## src/rtl/qspi_line_arb_if.sv

```systemverilog
// Signal bundle between the I/D cache line ports, the line arbiter and the QSPI line engine.
// The arbiter uses the slave modport; cache clients and the engine sit on the master side.
interface qspi_line_arb_if #(
   parameter int LINE_LENGTH = 4,
   parameter int PA          = 24
);
   localparam int LW = $clog2(LINE_LENGTH);

   logic                     ic_req;
   logic                     ic_mem;
   logic [PA-LW-1:0]         ic_paddr;
   logic                     ic_ack;

   logic                     dc_req;
   logic                     dc_write;
   logic                     dc_mem;
   logic [PA-LW-1:0]         dc_paddr;
   logic [8*LINE_LENGTH-1:0] dc_wdata;
   logic                     dc_ack;

   logic [8*LINE_LENGTH-1:0] rdata;

   logic                     qspi_ready;
   logic [1:0]               cs;
   logic                     q_req;
   logic                     q_i_d;
   logic                     q_mem;
   logic                     q_write;
   logic [PA-LW-1:0]         q_paddr;
   logic [3:0]               q_dwrite;
   logic                     q_rstrobe_d;
   logic                     q_wstrobe_i;
   logic                     q_wstrobe_d;
   logic [3:0]               q_din;

   modport slave (
      input  ic_req, ic_mem, ic_paddr,
      output ic_ack,
      input  dc_req, dc_write, dc_mem, dc_paddr, dc_wdata,
      output dc_ack, rdata,
      input  qspi_ready, cs,
      output q_req, q_i_d, q_mem, q_write, q_paddr, q_dwrite,
      input  q_rstrobe_d, q_wstrobe_i, q_wstrobe_d, q_din
   );

   modport master (
      output ic_req, ic_mem, ic_paddr,
      input  ic_ack,
      output dc_req, dc_write, dc_mem, dc_paddr, dc_wdata,
      input  dc_ack, rdata,
      output qspi_ready, cs,
      input  q_req, q_i_d, q_mem, q_write, q_paddr, q_dwrite,
      output q_rstrobe_d, q_wstrobe_i, q_wstrobe_d, q_din
   );
endinterface

```

## src/rtl/qspi_line_arb.sv

```systemverilog
// Round-robin arbiter between I-cache and D-cache line requests feeding the QSPI line engine.
// Streams write nibbles out of a line buffer and assembles read nibbles into rdata.
module qspi_line_arb #(
   parameter int LINE_LENGTH = 4,
   parameter int PA          = 24
) (
   input  logic           clk,
   input  logic           reset_n,
   qspi_line_arb_if.slave bus
);
   localparam int LW = $clog2(LINE_LENGTH);
   localparam int AW = PA - LW;
   localparam int LB = 8 * LINE_LENGTH;
   localparam int CW = LW + 2;
   localparam logic [CW-1:0] NN = CW'(2 * LINE_LENGTH);

   typedef enum logic [1:0] {IDLE, REQ, XFER, DONE} state_t;

   state_t          state_q, state_d;
   logic            last_i_q, last_i_d;
   logic            q_req_q, q_req_d;
   logic            i_d_q, i_d_d;
   logic            mem_q, mem_d;
   logic            write_q, write_d;
   logic [AW-1:0]   paddr_q, paddr_d;
   logic [LB-1:0]   wbuf_q, wbuf_d;
   logic [LB-1:0]   rdata_q, rdata_d;
   logic [CW-1:0]   cnt_q, cnt_d;

   logic [LW+2:0]   nib_lo;
   logic            grant_i;
   logic            rd_strobe;

   // Nibble n lives in byte n/2; the even nibble is the high half of that byte.
   assign nib_lo    = {cnt_q[LW:1], ~cnt_q[0], 2'b00};
   assign grant_i   = bus.ic_req & (~bus.dc_req | ~last_i_q);
   assign rd_strobe = i_d_q ? bus.q_wstrobe_i : bus.q_wstrobe_d;

   always_ff @(posedge clk or negedge reset_n) begin
      if (!reset_n) begin
         state_q  <= IDLE;
         last_i_q <= 1'b0;
         q_req_q  <= 1'b0;
         i_d_q    <= 1'b0;
         mem_q    <= 1'b0;
         write_q  <= 1'b0;
         paddr_q  <= '0;
         wbuf_q   <= '0;
         rdata_q  <= '0;
         cnt_q    <= '0;
      end else begin
         state_q  <= state_d;
         last_i_q <= last_i_d;
         q_req_q  <= q_req_d;
         i_d_q    <= i_d_d;
         mem_q    <= mem_d;
         write_q  <= write_d;
         paddr_q  <= paddr_d;
         wbuf_q   <= wbuf_d;
         rdata_q  <= rdata_d;
         cnt_q    <= cnt_d;
      end
   end

   always_comb begin
      state_d  = state_q;
      last_i_d = last_i_q;
      q_req_d  = q_req_q;
      i_d_d    = i_d_q;
      mem_d    = mem_q;
      write_d  = write_q;
      paddr_d  = paddr_q;
      wbuf_d   = wbuf_q;
      rdata_d  = rdata_q;
      cnt_d    = cnt_q;

      case (state_q)
         IDLE: begin
            if (bus.qspi_ready && (bus.ic_req || bus.dc_req)) begin
               state_d  = REQ;
               q_req_d  = 1'b1;
               last_i_d = grant_i;
               i_d_d    = grant_i;
               cnt_d    = '0;
               if (grant_i) begin
                  mem_d   = bus.ic_mem;
                  write_d = 1'b0;
                  paddr_d = bus.ic_paddr;
               end else begin
                  mem_d   = bus.dc_mem;
                  write_d = bus.dc_write;
                  paddr_d = bus.dc_paddr;
                  if (bus.dc_write) begin
                     wbuf_d = bus.dc_wdata;
                  end
               end
            end
         end
         REQ: begin
            if (!bus.cs[mem_q]) begin
               q_req_d = 1'b0;
               state_d = XFER;
            end
         end
         XFER: begin
            // Once the full line has moved, further strobes are ignored until cs releases.
            if (cnt_q != NN) begin
               if (write_q) begin
                  if (bus.q_rstrobe_d) begin
                     cnt_d = cnt_q + CW'(1);
                  end
               end else if (rd_strobe) begin
                  rdata_d[nib_lo +: 4] = bus.q_din;
                  cnt_d                = cnt_q + CW'(1);
               end
            end else if (bus.cs == 2'b11) begin
               state_d = DONE;
            end
         end
         DONE: begin
            state_d = IDLE;
         end
         default: begin
            state_d = IDLE;
         end
      endcase
   end

   assign bus.q_req    = q_req_q;
   assign bus.q_i_d    = i_d_q;
   assign bus.q_mem    = mem_q;
   assign bus.q_write  = write_q;
   assign bus.q_paddr  = paddr_q;
   assign bus.q_dwrite = write_q ? wbuf_q[nib_lo +: 4] : 4'h0;
   assign bus.ic_ack   = (state_q == DONE) & i_d_q;
   assign bus.dc_ack   = (state_q == DONE) & ~i_d_q;
   assign bus.rdata    = rdata_q;
endmodule
```

## src/flat_wrapper.sv

```systemverilog
// flat-port wrapper written by rule: the top's interface ports become plain ports
module qspi_line_arb_flat 
#(
   parameter int LINE_LENGTH = 4,
   parameter int PA          = 24
)
  (clk, reset_n, bus_ic_req, bus_ic_mem, bus_ic_paddr, bus_ic_ack, bus_dc_req, bus_dc_write, bus_dc_mem, bus_dc_paddr, bus_dc_wdata, bus_dc_ack, bus_rdata, bus_qspi_ready, bus_cs, bus_q_req, bus_q_i_d, bus_q_mem, bus_q_write, bus_q_paddr, bus_q_dwrite, bus_q_rstrobe_d, bus_q_wstrobe_i, bus_q_wstrobe_d, bus_q_din);
  qspi_line_arb_if #(.LINE_LENGTH(LINE_LENGTH), .PA(PA)) bus_i ();
  input  logic clk;
  input  logic reset_n;
  input wire logic [$bits(bus_i.ic_req)-1:0] bus_ic_req;
  input wire logic [$bits(bus_i.ic_mem)-1:0] bus_ic_mem;
  input wire logic [$bits(bus_i.ic_paddr)-1:0] bus_ic_paddr;
  output wire logic [$bits(bus_i.ic_ack)-1:0] bus_ic_ack;
  input wire logic [$bits(bus_i.dc_req)-1:0] bus_dc_req;
  input wire logic [$bits(bus_i.dc_write)-1:0] bus_dc_write;
  input wire logic [$bits(bus_i.dc_mem)-1:0] bus_dc_mem;
  input wire logic [$bits(bus_i.dc_paddr)-1:0] bus_dc_paddr;
  input wire logic [$bits(bus_i.dc_wdata)-1:0] bus_dc_wdata;
  output wire logic [$bits(bus_i.dc_ack)-1:0] bus_dc_ack;
  output wire logic [$bits(bus_i.rdata)-1:0] bus_rdata;
  input wire logic [$bits(bus_i.qspi_ready)-1:0] bus_qspi_ready;
  input wire logic [$bits(bus_i.cs)-1:0] bus_cs;
  output wire logic [$bits(bus_i.q_req)-1:0] bus_q_req;
  output wire logic [$bits(bus_i.q_i_d)-1:0] bus_q_i_d;
  output wire logic [$bits(bus_i.q_mem)-1:0] bus_q_mem;
  output wire logic [$bits(bus_i.q_write)-1:0] bus_q_write;
  output wire logic [$bits(bus_i.q_paddr)-1:0] bus_q_paddr;
  output wire logic [$bits(bus_i.q_dwrite)-1:0] bus_q_dwrite;
  input wire logic [$bits(bus_i.q_rstrobe_d)-1:0] bus_q_rstrobe_d;
  input wire logic [$bits(bus_i.q_wstrobe_i)-1:0] bus_q_wstrobe_i;
  input wire logic [$bits(bus_i.q_wstrobe_d)-1:0] bus_q_wstrobe_d;
  input wire logic [$bits(bus_i.q_din)-1:0] bus_q_din;
  assign bus_i.ic_req = bus_ic_req;
  assign bus_i.ic_mem = bus_ic_mem;
  assign bus_i.ic_paddr = bus_ic_paddr;
  assign bus_ic_ack = bus_i.ic_ack;
  assign bus_i.dc_req = bus_dc_req;
  assign bus_i.dc_write = bus_dc_write;
  assign bus_i.dc_mem = bus_dc_mem;
  assign bus_i.dc_paddr = bus_dc_paddr;
  assign bus_i.dc_wdata = bus_dc_wdata;
  assign bus_dc_ack = bus_i.dc_ack;
  assign bus_rdata = bus_i.rdata;
  assign bus_i.qspi_ready = bus_qspi_ready;
  assign bus_i.cs = bus_cs;
  assign bus_q_req = bus_i.q_req;
  assign bus_q_i_d = bus_i.q_i_d;
  assign bus_q_mem = bus_i.q_mem;
  assign bus_q_write = bus_i.q_write;
  assign bus_q_paddr = bus_i.q_paddr;
  assign bus_q_dwrite = bus_i.q_dwrite;
  assign bus_i.q_rstrobe_d = bus_q_rstrobe_d;
  assign bus_i.q_wstrobe_i = bus_q_wstrobe_i;
  assign bus_i.q_wstrobe_d = bus_q_wstrobe_d;
  assign bus_i.q_din = bus_q_din;
  qspi_line_arb #(.LINE_LENGTH(LINE_LENGTH), .PA(PA)) u_core (.clk(clk), .reset_n(reset_n), .bus(bus_i));
endmodule
```

## config.mk

```make
export PLATFORM = sky130hd
export DESIGN_NAME = qspi_line_arb_flat
export DESIGN_NICKNAME = d
export VERILOG_FILES = /design/src/rtl/qspi_line_arb_if.sv /design/src/rtl/qspi_line_arb.sv /design/src/flat_wrapper.sv
export SDC_FILE = /design/constraint.sdc
export NUM_CORES = 1
export LEC_CHECK = 0
export BUFFER_PORTS_ARGS = -buffer_cell sky130_fd_sc_hd__buf_2
export CAP_MARGIN = 20
export CORE_MARGIN = 2
export CORE_UTILIZATION = 50
export CTS_CLUSTER_SIZE = 10
export DETAILED_ROUTE_END_ITERATION = 8
export PLACE_DENSITY_LB_ADDON = 0.2
export SETUP_SLACK_MARGIN = 0.3
export SYNTH_ARGS = -nofsm -noshare
export SYNTH_HDL_FRONTEND = slang
export SYNTH_SLANG_ARGS = --single-unit
```

## constraint.sdc

```tcl
create_clock -name clk -period 3.3 [get_ports clk]
set_clock_uncertainty 0.2 [all_clocks]
set_input_delay 0.66 -clock clk [delete_from_list [all_inputs] [get_ports clk]]
set_output_delay 0.66 -clock clk [all_outputs]
set_load 0.005 [all_outputs]
```

-- Yosys cells after proc, flatten, opt, wreduce, memory -nomap -nowiden
Cells that the tools add are included.
- output and inout bits: 64
- bits in registers: 96
- bits of input ports: 93
- logic and storage cells: 69
- shift operators: 3
- reductions and logical operators: 11
- add/sub/neg operators: 2
- muxes and demuxes: 22
- bitwise operators: 9
- magnitude comparators: 1
- equal/unequal tests: 12
- operators with widths (operator ; count):
    $bwmux 32 ; 1
    $shift 4x7->32 const A ; 1
    $shiftx 32x6->4 ; 1
    $shiftx 4x7->32 ; 1
    $mux 4 ; 6
    $mux 22 ; 1
    $reduce_and 4->1 ; 3
    $mux 2 ; 4
    $pmux 2 s4 ; 1
    $pmux 4 s2 ; 1
    $mux 1 ; 7
    $neg 5->7 ; 1
    $eq 2x2->1 const B ; 3
    $ne 2x1->1 const B ; 3
    $not 1->1 ; 5
    $reduce_and 5->1 ; 1
    $add 4x1->4 const B ; 1
    $ne 2x2->1 const B ; 2
    $ne 4x4->1 const B ; 1
    $reduce_bool 2->1 ; 2
    $and 1x1->1 ; 3
    $ne 3x1->1 const B ; 1
    $ne 3x3->1 const B ; 1
    $reduce_and 3->1 ; 1
    8 further kinds ; 8

-- Logic depth before layout (Yosys ltp)
- depth in word-level cells: 5
- gate-level depth with buffers: 8
- mapped depth without buffers: 7

-- Least setup slack after synthesis
Ideal clock, no wire load.
- kind: flip-flop to flip-flop
- start: register u_core.cnt_q[1]
- end: register u_core.rdata_q[16] (netlist: u_core.bus.rdata[16])
- required time: 2.975 ns
- path buffers: 1
- period minus slack after synthesis: 2.682 ns
- arrival: 2.358 ns
- library setup time: 0.125 ns
- path slack: 0.618 ns
- cell stages (with the launch flop): 8
- path through: dfrtp_1 > buf_1 > inv_1 > ha_1 > a21bo_2 > a2111o_1 > nor4b_4 > mux2_2
- longest elaborated chain between the ends: 3
- elaborated cells between the ends (all ways): 6
- those cells by class: add/sub (1); eq/ne (1); shift (2); mux (1); reduce/logical (1)
- RTL lines (element ; RTL line ; text):
    start, declared ; qspi_line_arb.sv:28 ; logic [CW-1:0] cnt_q, cnt_d;
    start signal, assigned ; qspi_line_arb.sv:61 ; cnt_q <= cnt_d;
    $neg 5->7 ; qspi_line_arb.sv:113 ; rdata_d[nib_lo +: 4] = bus.q_din;
    $shiftx 4x7->32 or $shift 4x7->32 (tied branches) ; qspi_line_arb.sv:113 ;
    $bwmux 32 ; qspi_line_arb.sv:113 ;
    end signal, assigned ; qspi_line_arb.sv:60 ; rdata_q <= rdata_d;
    end, declared ; qspi_line_arb.sv:27 ; logic [LB-1:0] rdata_q, rdata_d;
Several ways; a longest one is shown, not always the timed one.
A chain may end at the register's enable or synchronous reset.

-- Final worst setup path
- start: register u_core.cnt_q[0]
- end: output port bus_q_dwrite[2]
- longest elaborated chain between the ends: 3
- RTL lines (element ; RTL line ; text):
    $not 1->1 ; qspi_line_arb.sv:35 ; assign nib_lo = {cnt_q[LW:1], ~cnt_q[0], 2'b00};
    $shiftx 32x6->4 ; qspi_line_arb.sv:134 ; assign bus.q_dwrite = write_q ? wbuf_q[nib_lo +: 4] : 4'h0;
    $mux 4 ; qspi_line_arb.sv:134 ;
    end, declared ; flat_wrapper.sv:29 ; output wire logic [$bits(bus_i.q_dwrite)-1:0] bus_q_dwrite;
No other way between the ends.

==> flow_metrics.tcl <==
set metrics [dict create \
    fin_ws_ns 0.505 \
    startpoint_type "flop" \
    start_util_pct 51.3 \
    clockBufferDepth 2 \
    ys_warn_count 0 \
    die_area_mm2 0.00967 \
    p_per_area_mw_per_mm2 820 \
    cts.clk_slew.worst_paths_ns 0.09 \
    vias_per_cell 5.23 \
    status "completed" \
    ant_nets 0 \
    dpl_cell_area_mm2 0.00539 \
    grt_first_pass_wirelength_um 15400 \
    fmax_mhz 358 \
    postSynthAreaPerCell_um2 13.1 \
    fp.dieH_um 98.3 \
    cts_buffers 9 \
    antenna_found_initial 0 \
    cts_tree "built" \
    num-nets-final 601 \
    maxCapViolations 0 \
    drt_wl_total_um 9640 \
    grt_usage_pct 20.1 \
    place_ws_ns 0.745 \
    drc 0 \
    finalCritPeriodShare_pct 84.7 \
    synth-edff-count 0 \
    first_pass_iters 4 \
    cts_setup_buffers 0 \
    grt_pass1_vias 3131 \
    setup_viol 0 \
    critPathMaxFanout 12 \
    fin_area_mm2 0.00558 \
    period_minus_slack_ns 2.79 \
    area_growth_pct 25.5 \
    vdd_drop_max_uv 365 \
    rsz0062_at_grt "false" \
    syn_area_mm2 0.00445 \
    cts_resized 0 \
    grt_max_degree 97 \
    crit_required_ns 2.44 \
    synthFlopType "dfrtp_1" \
    worst_pin_slew_ns 0.607 \
    via_count 3191 \
    drt_iter0_markers 74 \
    antenna_cells 0 \
    slew_violations 0 \
    ctsHtreeMaxLevel 3 \
    drive_gt1_share_pct 51.6 \
    postSynth.asyncResetShare_pct 100 \
    relSlewSlack_pct 58.4 \
    drt-wirelength-per-cell_um 15.8 \
    cts-root-buf "clkbuf_8" \
    std_cell_rows 34 \
    p_leak_nw 2.87 \
    yosysUniqueCellTypes 34 \
    synth_cells 339 \
    io_pins 157 \
    detailedPlacementHpwl_um 7160 \
    finalSetupTns_ns 0 \
    grt-ovfl-total 0 \
    portBuffers 156 \
    core_mm2 0.00868 \
    arrival_ns 1.93 \
    ys_ff_latch 96 \
    hold_violations 0 \
    synth_fp_nets 442 \
    die_w_um 98.3 \
    clk_latency_ns 0.36 \
    hp-class "in2async" \
    clock-sinks 96 \
    n_fill_cell 734 \
    yosysSeqAreaShare_pct 54.0 \
    holdBufCountCts 0 \
    routabilityCongestion 0.797 \
    crit_type "reg2out" \
    cp-end-kind "output port" \
]
[placed cells by master, fill, tap and decap left out, types with 2 or more instances in the layout]
cell type / Yosys / routed
inv_1: 8 / 8
mux4_2: 8 / 8
clkbuf_8: 0 / 10
buf_4: 0 / 6
nand3_1: 6 / 6
mux2i_1: 27 / 27
dfrtp_1: 96 / 96
nand4_1: 2 / 2
clkinvlp_4: 0 / 3
mux2_2: 63 / 63
nand3b_1: 2 / 2
ha_1: 10 / 10
nand2_1: 37 / 37
a21oi_1: 3 / 2
a21boi_0: 5 / 4
nor4_4: 2 / 2
mux2_4: 4 / 4
a22oi_1: 2 / 2
o21ai_0: 30 / 30
a21o_1: 2 / 2
buf_2: 4 / 155
nor2_1: 5 / 5
[cell families after synthesis]
group | Yosys count | synth area share (%)
multiplexers | 102 | 27.4
flip-flops | 96 | 54.0
AND/OR/NAND/NOR | 63 | 7.74
AO/OA/AOI/OAI | 46 | 6.05
buffers and inverters | 22 | 1.97
adder cells (fa/ha/maj) | 10 | 2.81
[per-layer routing]
| layer | track usage (%) | vias to the layer above | part of all wire (%) |
|---|---|---|---|
| met3 | 4.51 | 12 | 7.4 |
| li1 | - | 1543 | - |
| met4 | 6.11 | 0 | 1.6 |
| met1 | 27.0 | 1515 | 45 |
| met2 | 32.9 | 121 | 46 |
| met5 | 0 | - | 0 |
[critical path, stage by stage (launching register included)]
cell      delay, ns
dfrtp_1        0.43
buf_4          0.27
mux4_2         0.52
nand2_1        0.09
a21boi_0       0.12
buf_2          0.15
[sequential cells by signal, indices dropped and copies added (netlist names)]
name                cells
u_core.bus.rdata       32
u_core.wbuf_q          32
u_core.bus.q_paddr     22
u_core.cnt_q            4
u_core.state_q          2
u_core.bus.q_mem        1
u_core.bus.q_req        1
u_core.bus.q_write      1
u_core.last_i_q         1
[synth_stat cells, types with 2 or more instances]
cell type	number	area (µm²)
ha_1	10	125
mux2_4	4	60.1
nor2_1	5	18.8
mux2i_1	27	270
clkbuf_1	9	33.8
mux4_2	8	180
mux2_2	63	709
a21oi_1	3	15.0
o21ai_0	30	150
nand3_1	6	30.0
nand3b_1	2	15.0
a21boi_0	5	37.5
a22oi_1	2	15.0
nand4_1	2	12.5
inv_1	8	30.0
nor4_4	2	42.5
nand2_1	37	139
a21o_1	2	15.0
dfrtp_1	96	2400
buf_2	4	20.0
[through the flow]
step / std cells / util (%) / hold WS, ns / power, mW
6_report: 610 / 64.3 / 0.130 / 4.58
2_1_floorplan: 339 / - / 0.164 / 3.14
3_5_place_dp: 595 / 62.1 / 0.268 / 3.87
3_3_place_gp: 595 / 62.1 / 0.259 / 3.77
5_1_grt: 610 / 64.3 / 0.177 / 4.91
4_1_cts: 610 / 64.3 / 0.163 / 4.63
[cell type report]
type / instances / area [µm²] / share of cell area (%)
Clock buffer: 10 / 138 / 2.46
Clock inverter: 5 / 57.6 / 1.03
Inverter: 8 / 30.0 / 0.538
Multi-Input combinational cell: 221 / 1980 / 35.5
Sequential cell: 96 / 2400 / 43.0
Tap cell: 108 / 135 / 2.42
Timing Repair Buffer: 162 / 841 / 15.1
[where the power goes]
group | switching [mW] | internal, mW
Combinational | 0.851 | 0.972
Sequential | 0.300 | 1.69
Clock | 0.399 | 0.365
Total | 1.55 | 3.03
[path summary, 6_finish.rpt]
path,slack (ns),start,to,cells after the start
setup / recovery,0.51,u_core.cnt_q[0]$_DFFE_PN0P_,bus_q_dwrite[2],5
hold / removal,0.13,reset_n,u_core.bus.q_paddr[4]$_DFFE_PN0P_,2
setup reg to reg,0.76,u_core.state_q[0]$_DFFE_PN0P_,u_core.bus.rdata[17]$_DFFE_PN0P_,6
hold reg to reg,0.28,u_core.bus.q_paddr[9]$_DFFE_PN0P_,u_core.bus.q_paddr[9]$_DFFE_PN0P_,2
max in group asynchronous,2.38,reset_n,u_core.wbuf_q[29]$_DFFE_PN0P_,2
min in group clk,0.28,u_core.bus.q_paddr[9]$_DFFE_PN0P_,u_core.bus.q_paddr[9]$_DFFE_PN0P_,2
No activity file was read; power rests on OpenSTA's default activity.
